==> config.mk <==
export PLATFORM = sky130hd
export DESIGN_NAME = lsu_mem_port
export DESIGN_NICKNAME = d
export VERILOG_FILES = /design/src/rtl/lsu_mem_port.sv
export SDC_FILE = /design/constraint.sdc
export NUM_CORES = 1
export LEC_CHECK = 0
export CAP_MARGIN = 20
export CORE_UTILIZATION = 30
export CTS_BUF_LIST = sky130_fd_sc_hd__clkbuf_16
export CTS_CLUSTER_SIZE = 16
export DETAILED_ROUTE_END_ITERATION = 10
export GPL_TIMING_DRIVEN = 0
export SLEW_MARGIN = 30
export SYNTH_ARGS = -nofsm -noshare
export SYNTH_HDL_FRONTEND = slang
export SYNTH_SLANG_ARGS = --single-unit
==> constraint.sdc <==
create_clock -name clk -period 2.59 [get_ports clk]
set_input_delay 0.3885 -clock clk [delete_from_list [all_inputs] [get_ports clk]]
set_output_delay 0.3885 -clock clk [all_outputs]
set_load 0.05 [all_outputs]
==> src/rtl/lsu_mem_port.sv <==
// lsu_mem_port
//
// Load/store initiator between the RV32I execute stage and a byte-enable
// word RAM with a one-cycle registered read. It accepts one request at a
// time, converts the byte address to a word index, and drives byte enables
// with lane-replicated store data. Loads are shifted and sign- or
// zero-extended. Misaligned, out-of-range and illegal-width requests get a
// fault response and never touch memory.
//
// Ports
//   clk, rst (sync, active-low), clk_en (global enable shared with the RAM)
//   i_req_*            request channel (valid/ready, we, funct3, addr, wdata)
//   o_rsp_* / i_rsp_*  response channel (valid/ready, rdata, fault code)
//   o_mem_read_*       RAM read port (enable, word index; data back next cycle)
//   o_mem_write_*      RAM write port (byte enables, word index, data)
//
// Fault codes: 00 ok, 01 misaligned, 10 out of range, 11 illegal funct3.
module lsu_mem_port #(
    parameter int ADDR_WIDTH  = 31,
    parameter int DATA_WIDTH  = 31,
    parameter int DEPTH_WORDS = 2048
) (
    input  logic                  clk,
    input  logic                  rst,
    input  logic                  clk_en,
    input  logic                  i_req_valid,
    output logic                  o_req_ready,
    input  logic                  i_req_we,
    input  logic [2:0]            i_req_funct3,
    input  logic [31:0]           i_req_addr,
    input  logic [31:0]           i_req_wdata,
    output logic                  o_rsp_valid,
    input  logic                  i_rsp_ready,
    output logic [31:0]           o_rsp_rdata,
    output logic [1:0]            o_rsp_fault,
    output logic                  o_mem_read_enable,
    output logic [ADDR_WIDTH:0]   o_mem_read_addr,
    input  logic [DATA_WIDTH:0]   i_mem_read_data,
    output logic [3:0]            o_mem_write_enable,
    output logic [ADDR_WIDTH:0]   o_mem_write_addr,
    output logic [DATA_WIDTH:0]   o_mem_write_data
);

    localparam int AW = ADDR_WIDTH + 1;

    typedef enum logic [2:0] {
        IDLE,
        RD_ISSUE,
        RD_DATA,
        WR,
        RESP
    } state_t;

    state_t      state;
    logic [2:0]  req_funct3;
    logic [1:0]  req_off;

    logic        funct3_ok;
    logic        misaligned;
    logic        out_of_range;
    logic [1:0]  req_fault;
    logic [31:0] store_data;
    logic [3:0]  store_be;
    logic [31:0] rd_shifted;
    logic [31:0] load_value;

    // Ready depends on rst directly so it drops in the same cycle reset is held.
    assign o_req_ready = rst && (state == IDLE);

    // Classify the incoming request; illegal width outranks misalignment,
    // which outranks the range check.
    always_comb begin
        funct3_ok = 1'b0;
        case (i_req_funct3)
            3'b000, 3'b001, 3'b010: funct3_ok = 1'b1;
            3'b100, 3'b101:         funct3_ok = !i_req_we;
            default:                funct3_ok = 1'b0;
        endcase
        misaligned   = ((i_req_funct3[1:0] == 2'b01) && i_req_addr[0]) ||
                       ((i_req_funct3[1:0] == 2'b10) && (i_req_addr[1:0] != 2'b00));
        out_of_range = {2'b00, i_req_addr[31:2]} >= DEPTH_WORDS;
        if (!funct3_ok)
            req_fault = 2'b11;
        else if (misaligned)
            req_fault = 2'b01;
        else if (out_of_range)
            req_fault = 2'b10;
        else
            req_fault = 2'b00;
    end

    // Stores replicate the low bytes into every lane so the byte enables
    // alone select where the data lands.
    always_comb begin
        case (i_req_funct3[1:0])
            2'b00: begin
                store_data = {4{i_req_wdata[7:0]}};
                store_be   = 4'b0001 << i_req_addr[1:0];
            end
            2'b01: begin
                store_data = {2{i_req_wdata[15:0]}};
                store_be   = i_req_addr[1] ? 4'b1100 : 4'b0011;
            end
            default: begin
                store_data = i_req_wdata;
                store_be   = 4'b1111;
            end
        endcase
    end

    // Align the addressed byte/halfword to bit 0, then extend by width code.
    always_comb begin
        rd_shifted = i_mem_read_data >> {req_off, 3'b000};
        case (req_funct3)
            3'b000:  load_value = {{24{rd_shifted[7]}}, rd_shifted[7:0]};
            3'b001:  load_value = {{16{rd_shifted[15]}}, rd_shifted[15:0]};
            3'b100:  load_value = {24'h000000, rd_shifted[7:0]};
            3'b101:  load_value = {16'h0000, rd_shifted[15:0]};
            default: load_value = rd_shifted;
        endcase
    end

    // Memory enables are pulsed for exactly one enabled cycle in the issuing
    // state; everything holds while clk_en is low.
    always_ff @(posedge clk) begin
        if (!rst) begin
            state              <= IDLE;
            req_funct3         <= '0;
            req_off            <= '0;
            o_rsp_valid        <= 1'b0;
            o_rsp_rdata        <= '0;
            o_rsp_fault        <= '0;
            o_mem_read_enable  <= 1'b0;
            o_mem_read_addr    <= '0;
            o_mem_write_enable <= '0;
            o_mem_write_addr   <= '0;
            o_mem_write_data   <= '0;
        end else if (clk_en) begin
            case (state)
                IDLE: begin
                    if (i_req_valid) begin
                        req_funct3 <= i_req_funct3;
                        req_off    <= i_req_addr[1:0];
                        if (req_fault != 2'b00) begin
                            state       <= RESP;
                            o_rsp_valid <= 1'b1;
                            o_rsp_fault <= req_fault;
                            o_rsp_rdata <= '0;
                        end else if (i_req_we) begin
                            state              <= WR;
                            o_mem_write_enable <= store_be;
                            o_mem_write_addr   <= AW'(i_req_addr[31:2]);
                            o_mem_write_data   <= store_data;
                        end else begin
                            state             <= RD_ISSUE;
                            o_mem_read_enable <= 1'b1;
                            o_mem_read_addr   <= AW'(i_req_addr[31:2]);
                        end
                    end
                end
                RD_ISSUE: begin
                    o_mem_read_enable <= 1'b0;
                    state             <= RD_DATA;
                end
                RD_DATA: begin
                    o_rsp_rdata <= load_value;
                    o_rsp_fault <= 2'b00;
                    o_rsp_valid <= 1'b1;
                    state       <= RESP;
                end
                WR: begin
                    o_mem_write_enable <= '0;
                    o_rsp_rdata        <= '0;
                    o_rsp_fault        <= 2'b00;
                    o_rsp_valid        <= 1'b1;
                    state              <= RESP;
                end
                RESP: begin
                    if (i_rsp_ready) begin
                        o_rsp_valid <= 1'b0;
                        state       <= IDLE;
                    end
                end
                default: state <= IDLE;
            endcase
        end
    end

endmodule

=== Yosys cells after proc, flatten, opt, wreduce, memory -nomap -nowiden ===
Cells that the tools add are included.

* Register bits after elaboration: 140
* Latch bits: 0
* Memory bits (writable): 0
* Memory bits (read-only): 0
* Input port bits: 105
* Output and inout port bits: 137
* Logic and storage cells: 94
* Memories kept: 0

* $add $sub $neg: 0
* Multipliers: 0
* Divide/modulo/power cells: 0
* $lt $le $gt $ge: 1
* Equality and inequality tests: 19
* Shift-type cells: 2
* Mux-type cells: 31
* Bitwise operators: 2
* Reductions and logical operators: 28

{| class="wikitable"
|+ Operators by type and width
! cell !! number
|-
| one-hot mux 32 bit (4 select lines) || 1
|-
| one-hot mux 32 bit (3 select lines) || 1
|-
| two-way mux 32 bit || 2
|-
| one-hot mux 32 bit (2 select lines) || 1
|-
| right shift 32 x 5 -> 32 bit || 1
|-
| greater-or-equal comparator 30 x 12 -> 1 bit (second input constant) || 1
|-
| AND reduction 5 bit || 5
|-
| two-way mux 4 bit || 4
|-
| one-hot mux 4 bit (2 select lines) || 2
|-
| == test 3 bit (second input constant) || 5
|-
| two-way mux 2 bit || 6
|-
| one-hot mux 3 bit (4 select lines) || 1
|-
| inequality test 2 bit (second input constant) || 5
|-
| nonzero test 2 bit || 5
|-
| == test 3 x 1 -> 1 bit (second input constant) || 3
|-
| == test 3 x 2 -> 1 bit (second input constant) || 3
|-
| logical NOT 3 bit || 3
|-
| two-way mux 3 bit || 3
|-
| AND reduction 4 bit || 2
|-
| two-way mux 1 bit || 6
|-
| AND reduction 3 bit || 2
|-
| nonzero test 3 bit || 2
|-
| one-hot mux 1 bit (2 select lines) || 2
|-
| one-hot mux 2 bit (2 select lines) || 1
|-
| 12 further kinds || 16
|}

=== Depth between registers and ports, before layout ===
Gate-level depths: netlist of the first run.

* Word-level depth: 9
* Gate-level depth with buffers: 8
* Depth with buffers taken out: 5

=== Worst setup path after synthesis of the first run ===
Ideal clock, no wire load.

* Kind: input port to flip-flop
* Start: input i_req_addr[29]
* End: register o_mem_write_addr[2]
* Data arrival time: 1.899 ns
* Data required time: 2.467 ns
* Setup slack: 0.568 ns
* Cell stages on the path: 6
* Buffers on the path: 1
* Path through: or4_1 > nor4_4 > nand4_1 > clkbuf_1 > nand2_1 > a21boi_0

* Longest elaborated chain between the ends: 7

{| class="wikitable"
|+ Ends and longest elaborated chain
! what !! line !! source
|-
| start, declared || 30 || <nowiki>input logic [31:0] i_req_addr,</nowiki>
|-
| greater-or-equal comparator 30 x 12 -> 1 bit || 81 || <nowiki>out_of_range = {2'b00, i_req_addr[31:2]} >= DEPTH_WORDS;</nowiki>
|-
| two-way mux 2 bit || 86 || <nowiki>else if (out_of_range)</nowiki>
|-
| two-way mux 2 bit || 84 || <nowiki>else if (misaligned)</nowiki>
|-
| two-way mux 2 bit || 82 || <nowiki>if (!funct3_ok)</nowiki>
|-
| nonzero test 2 bit || 144 || <nowiki>if (req_fault != 2'b00) begin</nowiki>
|-
| inverter 1 bit (no source line) || -- ||
|-
| AND reduction 5 bit (no source line) || -- ||
|-
| end signal, assigned || 152 || <nowiki>o_mem_write_addr <= AW'(i_req_addr[31:2]);</nowiki>
|-
| end, declared || 40 || <nowiki>output logic [ADDR_WIDTH:0] o_mem_write_addr,</nowiki>
|}

Every way passes these cells.
A chain may end at the register's enable or synchronous reset.

=== Worst setup path in the final report of the first run ===
* Start: input i_req_addr[29]
* End: register o_rsp_rdata[14]

* Longest elaborated chain between the ends: 7

{| class="wikitable"
|+ Ends and longest elaborated chain
! what !! line !! source
|-
| greater-or-equal comparator 30 x 12 -> 1 bit || 81 ||
|-
| two-way mux 2 bit || 86 ||
|-
| two-way mux 2 bit || 84 ||
|-
| two-way mux 2 bit || 82 ||
|-
| nonzero test 2 bit || 144 ||
|-
| inequality test 2 x 1 -> 1 bit (no source line) || -- ||
|-
| AND reduction 4 bit (no source line) || -- ||
|-
| end signal, assigned || 166 || <nowiki>o_rsp_rdata <= load_value;</nowiki>
|-
| end, declared || 34 || <nowiki>output logic [31:0] o_rsp_rdata,</nowiki>
|}

Every way passes these cells.

==> impl_metrics.py, run 1 <==
metrics = {
    "route": {
        "wirelength_um": 20100,
        "routedWlPerCell_um": 16.4,
        "viasPerCell": 4.73,
        "vias": 5800,
        "initialDrtViolationCount": 371,
        "dr.pass1.iters": 5,
        "drc": 0,
        "ant_nets": 0,
    },
    "power_and_ir_drop": {
        "p_int_uw": 3840,
        "swShare_pct": 27.2,
        "power_density_mw_per_mm2": 564,
        "p_leak_uw": 0.00358,
        "power_uw": 5270,
        "clock_power_share_pct": 46.8,
        "p_sw_uw": 1440,
        "peakVddDrop_v": 0.000455,
        "seq_power_share_pct": 41.5,
        "combPwrFrac_pct": 11.7,
    },
    "clocking": {
        "htreeDepth": 4,
        "cts_root_buffer": "clkbuf_16",
        "insertion_delay_ns": 0.43,
        "path_clk_slew_ns": 0.07,
        "cts.sinks": 140,
        "cts_hold_buf": 0,
        "cts_buffers": 17,
        "cts_buffer_depth": 2,
        "cts_tree": "built",
    },
    "placement": {
        "gp_congestion": 0.823,
        "portBuffers": 234,
        "post-place-ws_ns": -0.477,
        "detailed_place_hpwl_um": 15200,
    },
    "yosys": {
        "synth_area_mm2": 0.00605,
        "ys_top_cells_by_count": "140 x dfxtp_1, 133 x nand2_1, 42 x and3_1, 42 x mux2i_1, 40 x nand3_1",
        "synth_edf_count": 0,
        "synth_top_cells_by_area": "dfxtp_1 46%, nand2_1 8.2%, mux2i_1 6.9%",
        "synth_warnings": 0,
        "async_reset_ff_share_pct": 0,
        "synth.most_common_cell": "dfxtp_1",
        "synth_top_area_share_pct": 46.3,
        "synth_cell_types": 47,
        "yosysTopAreaCell": "dfxtp_1",
        "syn-instance-count": 692,
        "synth_ff_type": "dfxtp_1",
        "synth_seq_cells": 140,
        "syn_avg_cell_area_um2": 8.75,
        "synth.yosys.seq_area_share_pct": 46.3,
    },
    "timing": {
        "slew_viol_final": 0,
        "skew_ns": 0.00804,
        "worst_pin_slew_ns": 0.709,
        "setup-violations-final": 0,
        "slew_headroom_pct": 52.6,
        "hold_slack_ns": 0.436,
        "min_period_ns": 2.44,
        "fmax_mhz": 409,
        "rsz0062_at_grt": "false",
        "finalHoldViolCount": 0,
        "setup_ws_ns": 0.148,
        "min_period_over_period_pct": 94.3,
    },
    "finish": {
        "layout-drive-gt1-share_pct": 8.32,
        "antenna_cells": 0,
        "syn2layout_area_growth_pct": 54.4,
        "layout.nets": 1054,
    },
    "grt": {
        "antenna_found_initial": 1,
        "grt_max_degree": 17,
        "grt_pass1_wl_um": 30500,
        "grt_usage_pct": 19.4,
        "grt_pass1_vias": 5512,
        "overflow": 0,
    },
    "floorplanning": {
        "die_h_um": 144,
        "design.core.area_mm2": 0.0196,
        "io_pins": 242,
        "die-area_mm2": 0.0208,
        "initial_core_util_pct": 30.9,
        "std_cell_rows": 51,
        "fp.dieW_um": 144,
    },
    "critical_path": {
        "crit_chain": "clkdlybuf4s50_1 > or4_1 > nor4_4 > a41o_1 > clkbuf_1 > buf_2 > nand3_1 > o31ai_1",
        "crit_path_top_delay_cell": "or4_1",
        "crit_fanout": 10,
        "cp_num_buf_inv": 3,
        "arrival_ns": 2.79,
        "critPathKind": "in2reg",
        "end_kind": "flop",
        "cp.required_ns": 2.93,
        "r2r_end": "o_rsp_rdata[23]$_SDFFE_PN0P_",
        "crit_family": "simple AND/OR/NAND/NOR gates",
        "crit_path_start_kind": "primary input",
        "ff2ff_path_depth": 7,
        "r2r-start": "state[1]$_SDFFE_PN0P_",
        "r2r_setup_slack_ns": 0.33,
        "slowest_delay_ns": 0.57,
    },
    "min_path": {
        "hold_class": "in2reg",
        "hold_start": "clk_en",
        "min_to": "o_rsp_fault[0]$_SDFFE_PN0P_",
        "whs_path_depth": 3,
    },
    "outcome": {
        "outcome": "complete, no violations",
    },
    "flow_run": {
        "cap_viol_max_count": 0,
    },
}
==> area by class of cell <==
| class | instances | area (um2) |
|---|---|---|
| Inverter | 3 | 11.3 |
| Tap cell | 265 | 332 |
| Buffer | 61 | 273 |
| Sequential cell | 140 | 2800 |
| Fill cell | 1941 | 10200 |
| Clock buffer | 17 | 425 |
| Multi-Input combinational cell | 491 | 2990 |
| Clock inverter | 15 | 171 |
| Timing Repair Buffer | 235 | 2350 |
==> sequential cells by signal, indices dropped and copies added, names as in the netlist <==
register            flops
o_mem_read_enable       1
state                   3
o_rsp_rdata            32
o_mem_write_addr       30
o_rsp_valid             1
o_mem_write_data       32
req_off                 2
o_mem_write_enable      4
req_funct3              3
o_mem_read_addr        30
o_rsp_fault             2
==> per-layer routing <==
metal  global-route usage, %  routed length (um)  vias up
met5                       0                   0        -
met4                    4.70                 179        0
met3                    6.03                1470       14
met1                    24.9                9110     2690
li1                        -                   -     2920
met2                    31.4                9380      176
==> cells by family (layout without fill, tap and decap cells) <==
logic type	count (synthesis)	in the layout	synth area share, %
buf+inv	64	331	4.69
xor+xnor	1	1	0.145
mux	65	65	11.2
other cells	1	4	0.0619
simple gates	280	280	21.9
compound gates	141	141	15.6
flops	140	140	46.3
==> through the flow <==
| step | std cells | util, % | TNS [ns] | cell area (um2) |
|---|---|---|---|---|
| after detailed placement | 1194 | 44.6 | -38.07 | 8740 |
| after CTS | 1227 | 47.7 | 0 | 9340 |
| final | 1227 | 47.7 | 0 | 9350 |
| after global placement | 1194 | 44.6 | -34.09 | 8740 |
| after global routing | 1227 | 47.7 | 0 | 9350 |
| after floorplan | 695 | - | 0 | 6060 |
==> worst max-delay path by stage <==
stage	slack [ns]	end	depth (start not counted)	start
after CTS	0.03	o_rsp_rdata[23]$_SDFFE_PN0P_	7	i_req_addr[29]
after floorplan	0.57	o_mem_write_addr[2]$_SDFFE_PN0P_	6	i_req_addr[29]
after global routing	0.02	o_rsp_rdata[15]$_SDFFE_PN0P_	8	i_req_addr[29]
after detailed placement	-0.48	o_mem_write_data[0]$_SDFFE_PN0P_	7	i_req_addr[29]
after global placement	-0.44	o_mem_write_addr[2]$_SDFFE_PN0P_	7	i_req_addr[29]
final	0.15	o_rsp_rdata[14]$_SDFFE_PN0P_	8	i_req_addr[29]
==> repair_timing <==
item                       in CTS  in global routing
setup buffers                   1                  0
setup endpoints to repair      14                 10
gates resized for setup         1                  1
pin swaps                       1                  0
==> placed cells by master, fill, tap and decap left out, types with 11 or more instances in the layout <==
cell type,count
nor2b_1,18
o21ai_0,38
a21boi_1,26
clkdlybuf4s50_1,233
mux2i_1,42
a21oi_1,15
mux2_2,23
nand2_1,133
buf_2,11
nand3_1,40
dfxtp_1,140
and3_1,42
clkbuf_16,17
clkbuf_1,39
a21boi_0,26
nor2_1,27
==> power groups by stage <==
stage | Clock, uW | Combinational [uW] | Sequential [uW]
after floorplan | 0 | 271 | 2280
after global placement | 0 | 616 | 2230
after detailed placement | 0 | 616 | 2230
after CTS | 2520 | 617 | 2180
after global routing | 2620 | 666 | 2190
final | 2470 | 617 | 2190
==> tightest hold or removal path: stages <==
cell and delay (ns):
clkbuf_1 0.21, nand3_1 0.15, o21ai_0 0.06
Note: power is estimated with default switching activity, not from simulation.
==> run 2: changes to the inputs <==
==> constraint.sdc (replaced) <==
create_clock -name clk -period 2.9 [get_ports clk]
set_input_delay 0.435 -clock clk [delete_from_list [all_inputs] [get_ports clk]]
set_output_delay 0.435 -clock clk [all_outputs]
set_load 0.05 [all_outputs]
==> run 2 against run 1 <==
Effect of this change: global-route usage barely moved; via count hardly changed; cell count about the same; power fell by 11%; worst hold slack improved by 0.016 ns; critical path type is now reg2out.
==> impl_metrics.py, run 2 (synthesized netlist as in run 1, its figures left out) <==
metrics = {
    "outcome": {
        "outcome": "complete, no violations",
    },
    "timing": {
        "hold_slack_ns": 0.452,
        "finalHoldViolCount": 0,
        "worst_pin_slew_ns": 0.895,
        "rsz0062_at_grt": "false",
        "setup_ws_ns": 0.228,
        "skew_ns": 0.00888,
        "slew_viol_final": 0,
        "min_period_over_period_pct": 92.1,
        "setup-violations-final": 0,
        "slew_headroom_pct": 39.6,
        "fmax_mhz": 374,
        "min_period_ns": 2.67,
        "setup_tns_ns": 0,
    },
    "route": {
        "vias": 5804,
        "drc": 0,
        "viasPerCell": 4.73,
        "routedWlPerCell_um": 16.4,
        "ant_nets": 0,
        "wirelength_um": 20100,
        "initialDrtViolationCount": 366,
        "dr.pass1.iters": 4,
    },
    "finish": {
        "multi_input_area_mm2": 0.00298,
        "syn2layout_area_growth_pct": 54.2,
        "final_cells": 1226,
        "fillers": 1941,
        "reg_top3": "o_mem_write_data x32, o_rsp_rdata x32",
        "regArea_mm2": 0.00280,
        "antenna_cells": 0,
        "layout-drive-gt1-share_pct": 8.12,
        "utilization_pct": 47.7,
        "layout.nets": 1053,
        "final_cell_mix": "234 x clkdlybuf4s50_1, 140 x dfxtp_1, 133 x nand2_1",
        "mostFrequentLayoutCell": "clkdlybuf4s50_1",
    },
    "min_path": {
        "min_to": "o_mem_write_data[28]$_SDFFE_PN0P_",
        "hold_class": "reg2reg",
        "hold_start": "o_mem_write_data[28]$_SDFFE_PN0P_",
        "whs_path_depth": 2,
    },
    "flow_run": {
        "cap_viol_max_count": 0,
    },
    "placement": {
        "post-place-ws_ns": -0.213,
        "portBuffers": 234,
        "gp_congestion": 0.823,
        "detailed_place_hpwl_um": 15200,
        "dpl.cell_count": 1194,
    },
    "clocking": {
        "cts_tree": "built",
        "insertion_delay_ns": 0.43,
        "cts_hold_buf": 0,
        "post_cts_buffers": 0,
        "cts_buffer_depth": 2,
        "cts_buffers": 17,
        "cts.sinks": 140,
        "cts_resized": 0,
        "cts_root_buffer": "clkbuf_16",
        "htreeDepth": 4,
        "path_clk_slew_ns": 0.07,
    },
    "critical_path": {
        "arrival_ns": 2.24,
        "crit_fanout": 10,
        "crit_path_start_kind": "flop",
        "critPathKind": "reg2out",
        "r2r_end": "o_rsp_rdata[23]$_SDFFE_PN0P_",
        "slowest_delay_ns": 0.82,
        "ff2ff_path_depth": 7,
        "cp_num_buf_inv": 2,
        "r2r-start": "state[1]$_SDFFE_PN0P_",
        "crit_path_top_delay_cell": "clkdlybuf4s50_1",
        "cp.required_ns": 2.47,
        "end_kind": "primary output",
        "crit_family": "buffers and inverters",
        "r2r_setup_slack_ns": 0.42,
        "crit_chain": "clkbuf_1 > nor3_1 > and2_1 > clkdlybuf4s50_1",
    },
    "floorplanning": {
        "die-area_mm2": 0.0208,
        "design.core.area_mm2": 0.0196,
        "fp.dieW_um": 144,
        "die_h_um": 144,
        "io_pins": 242,
        "std_cell_rows": 51,
        "initial_core_util_pct": 30.9,
    },
    "grt": {
        "grt_pass1_vias": 5515,
        "grt_max_degree": 17,
        "grt_usage_pct": 19.4,
        "overflow": 0,
        "antenna_found_initial": 1,
        "grt_pass1_wl_um": 30500,
    },
    "power_and_ir_drop": {
        "clock_power_share_pct": 46.8,
        "swShare_pct": 27.2,
        "peakVddDrop_v": 0.000406,
        "combPwrFrac_pct": 11.7,
        "p_sw_uw": 1280,
        "power_density_mw_per_mm2": 504,
        "p_int_uw": 3430,
        "p_leak_uw": 0.00357,
        "seq_power_share_pct": 41.4,
    },
}
-- run 2: cell count changes in the layout (fill, tap and decap cells not counted), sizes merged --
cell | before | now
buf | 23 | 22
dlygate4sd2 | 1 | 0
clkdlybuf4s50 | 233 | 234
-- run 2: worst max path at each step --
stage                                from                          endpoint  cells after the start  slack [ns]
detailed placement         i_req_addr[29]  o_mem_write_data[0]$_SDFFE_PN0P_                      7       -0.21
CTS                 state[1]$_SDFFE_PN0P_                       o_req_ready                      4        0.21
global route               i_req_addr[29]  o_mem_write_addr[2]$_SDFFE_PN0P_                      7        0.01
finish              state[1]$_SDFFE_PN0P_                       o_req_ready                      4        0.23
global placement           i_req_addr[29]  o_mem_write_addr[2]$_SDFFE_PN0P_                      7       -0.17
floorplan                  i_req_addr[29]  o_mem_write_addr[2]$_SDFFE_PN0P_                      6        0.83
-- run 2: final cells by class --
cell class	count	share of cell area (%)
clock inverters	15	1.84
well taps	265	3.55
repair buffers	234	25.1
inverters	3	0.121
flip-flops and latches	140	30.0
multi-input cells	491	31.9
plain buffers	61	2.92
clock buffers	17	4.56
-- run 2: worst reg2reg max path, stage by stage (launching register included) --
cell      delay (ns)
dfxtp_1         0.32
clkbuf_1        0.21
nor4b_1         0.31
o21ai_0         0.16
a41oi_1         0.73
clkbuf_1        0.40
o21ai_0         0.20
nand2_1         0.09
-- run 2: per-stage QoR --
| step | power, uW | cell area, um2 |
|---|---|---|
| 2_1_floorplan | 2280 | 6060 |
| 3_3_place_gp | 2550 | 8740 |
| 3_5_place_dp | 2550 | 8740 |
| 4_1_cts | 4760 | 9340 |
| 5_1_grt | 4890 | 9340 |
| 6_report | 4710 | 9340 |
-- run 2: per-layer routing --
metal	wire [um]	GRT usage (%)	vias up	part of all wire, %
met5	0	0	-	0
met4	212	4.70	0	1.1
met3	1470	6.03	16	7.3
met2	9350	31.4	175	47
met1	9070	24.9	2695	45
li1	-	-	2918	-
-- run 2: power by group through the flow --
stage / Clock, uW / Combinational (uW) / Sequential (uW)
floorplan: 0 / 242 / 2040
global placement: 0 / 551 / 1990
detailed placement: 0 / 550 / 2000
CTS: 2250 / 552 / 1950
global route: 2340 / 595 / 1950
finish: 2210 / 551 / 1950
==> run 3: changes to the inputs <==
--- a/config.mk
+++ b/config.mk
@@ -6,12 +6,16 @@
 export NUM_CORES = 1
 export LEC_CHECK = 0
 export CAP_MARGIN = 20
-export CORE_UTILIZATION = 30
+export CELL_PAD_IN_SITES_DETAIL_PLACEMENT = 1
+export CELL_PAD_IN_SITES_GLOBAL_PLACEMENT = 2
+export CORE_MARGIN = 2
+export CORE_UTILIZATION = 26
 export CTS_BUF_LIST = sky130_fd_sc_hd__clkbuf_16
 export CTS_CLUSTER_SIZE = 16
 export DETAILED_ROUTE_END_ITERATION = 10
 export GPL_TIMING_DRIVEN = 0
-export SLEW_MARGIN = 30
+export PLACE_DENSITY_LB_ADDON = 0.1
+export SLEW_MARGIN = 20
 export SYNTH_ARGS = -nofsm -noshare
 export SYNTH_HDL_FRONTEND = slang
 export SYNTH_SLANG_ARGS = --single-unit
==> run 3 against run 2 <==
Effect of this change: register-to-register slack about the same; non-clock buffer count unchanged; sequential power about the same; final area up 0.44%; flip-flop and latch count unchanged; critical path depth up 3; clock power about the same; first-iteration DRC count down 58%; cell count up 3.9%; highest routed layer unchanged.
==> impl_metrics.py, run 3 (synthesized netlist as in run 1, its figures left out) <==
metrics = {
    "clocking": {
        "cts_tree": "built",
        "cts_buffers": 17,
        "post_cts_buffers": 0,
        "cts_root_buffer": "clkbuf_16",
        "cts_hold_buf": 0,
        "cts_resized": 0,
        "path_clk_slew_ns": 0.07,
        "htreeDepth": 4,
        "insertion_delay_ns": 0.43,
        "cts.sinks": 140,
        "cts_buffer_depth": 2,
    },
    "critical_path": {
        "arrival_ns": 3.05,
        "r2r_setup_slack_ns": 0.41,
        "r2r_end": "o_rsp_fault[1]$_SDFFE_PN0P_",
        "crit_fanout": 10,
        "critPathKind": "in2reg",
        "ff2ff_path_depth": 7,
        "crit_path_start_kind": "primary input",
        "end_kind": "flop",
        "r2r-start": "state[1]$_SDFFE_PN0P_",
        "cp.required_ns": 3.20,
    },
    "route": {
        "viasPerCell": 4.73,
        "dr.pass1.iters": 7,
        "wl_met1_um": 10200,
        "initialDrtViolationCount": 154,
        "routedWlPerCell_um": 18.2,
        "drc": 0,
        "met3WireLength_um": 1550,
        "highest_layer": "met4",
        "vias": 6032,
        "ant_nets": 0,
        "wirelength_um": 23200,
        "wl_met2_um": 11200,
    },
    "finish": {
        "reg_top3": "o_mem_write_data x32, o_rsp_rdata x32",
        "final_cell_mix": "234 x clkdlybuf4s50_1, 140 x dfxtp_1, 133 x nand2_1",
        "antenna_cells": 0,
        "syn2layout_area_growth_pct": 54.9,
        "layout-drive-gt1-share_pct": 8.01,
        "final_cells": 1274,
        "layout.nets": 1053,
        "mostFrequentLayoutCell": "clkdlybuf4s50_1",
        "design_area_mm2": 0.00938,
    },
    "placement": {
        "gp_congestion": 0.828,
        "portBuffers": 234,
        "dpl_cell_area_mm2": 0.00880,
        "dpl.cell_count": 1242,
        "detailed_place_hpwl_um": 18000,
        "post-place-ws_ns": -0.307,
    },
    "timing": {
        "slew_headroom_pct": 44.0,
        "setup_ws_ns": 0.157,
        "finalHoldViolCount": 0,
        "setup-violations-final": 0,
        "skew_ns": 0.00839,
        "worst_pin_slew_ns": 0.829,
        "hold_slack_ns": 0.452,
        "min_period_ns": 2.74,
        "min_period_over_period_pct": 94.6,
        "fmax_mhz": 365,
        "slew_viol_final": 0,
        "rsz0062_at_grt": "false",
    },
    "floorplanning": {
        "design.core.area_mm2": 0.0228,
        "fp.dieW_um": 157,
        "std_cell_rows": 55,
        "initial_core_util_pct": 26.6,
        "die_h_um": 157,
        "die-area_mm2": 0.0245,
        "io_pins": 242,
    },
    "grt": {
        "overflow": 0,
        "grt_pass1_vias": 6382,
        "grt_pass1_wl_um": 35500,
        "antenna_found_initial": 1,
        "grt_usage_pct": 18.9,
        "grt_max_degree": 17,
    },
    "outcome": {
        "outcome": "complete, no violations",
    },
    "min_path": {
        "hold_class": "reg2reg",
        "min_to": "o_rsp_rdata[19]$_SDFFE_PN0P_",
        "hold_start": "o_rsp_rdata[19]$_SDFFE_PN0P_",
        "whs_path_depth": 2,
    },
    "power_and_ir_drop": {
        "power_density_mw_per_mm2": 502,
        "peakVddDrop_v": 0.000340,
        "p_leak_uw": 0.00356,
        "power_uw": 4700,
    },
    "flow_run": {
        "cap_viol_max_count": 0,
    },
}
## run 3: cell count changes in the layout (fill, tap and decap cells not counted)
cell,before,now
inv_6,2,5
inv_8,6,3
clkinvlp_4,0,2
clkinv_2,1,0
clkinv_4,4,3
clkinv_8,1,0
inv_1,3,4
## run 3: cell type report
cell class | count | area [um2]
Multi-Input combinational cell | 491 | 2980
Timing Repair Buffer | 234 | 2340
Fill cell | 2599 | 13400
Buffer | 61 | 273
Clock buffer | 17 | 425
Tap cell | 313 | 392
Sequential cell | 140 | 2800
Inverter | 3 | 11.3
Clock inverter | 15 | 153
## run 3: per-stage QoR
stage / TNS, ns / utilization, %
after global routing: 0 / 41.2
after detailed placement: -15.61 / 38.6
final: 0 / 41.2
after global placement: -10.25 / 38.6
after CTS: 0 / 41.2
after floorplan: 0 / -
## run 3: how the worst max path moves through the flow
stage	from	to	slack [ns]	cells past startpoint
2_1_floorplan	i_req_addr[29]	o_mem_write_addr[2]$_SDFFE_PN0P_	0.83	6
3_3_place_gp	i_req_addr[29]	o_mem_write_addr[2]$_SDFFE_PN0P_	-0.24	7
3_5_place_dp	i_req_addr[29]	o_mem_write_addr[2]$_SDFFE_PN0P_	-0.31	7
4_1_cts	i_req_addr[29]	o_mem_write_addr[2]$_SDFFE_PN0P_	0.15	7
5_1_grt	i_req_addr[29]	o_mem_write_addr[2]$_SDFFE_PN0P_	0.02	7
6_report	i_req_addr[29]	o_mem_write_addr[2]$_SDFFE_PN0P_	0.16	7
## run 3: power by group
part,switching [uW],internal (uW),leakage (uW)
Sequential,12.4,1940,0.00113
Combinational,308,256,0.00215
Clock,974,1210,0.000282
Total,1290,3410,0.00356
## run 3: critical path, stage by stage
cell and delay, ns:
clkdlybuf4s50_1 0.39, or4_1 0.57, nor4_4 0.42, nand4_1 0.55, clkbuf_1 0.43, nand2_1 0.15
a21boi_0 0.09
## run 3: per-layer routing
| metal | vias up | global-route usage (%) |
|---|---|---|
| met5 | - | 0 |
| met4 | 0 | 4.98 |
| met3 | 19 | 5.76 |
| met2 | 183 | 32.6 |
| met1 | 2910 | 22.7 |
| li1 | 2920 | - |
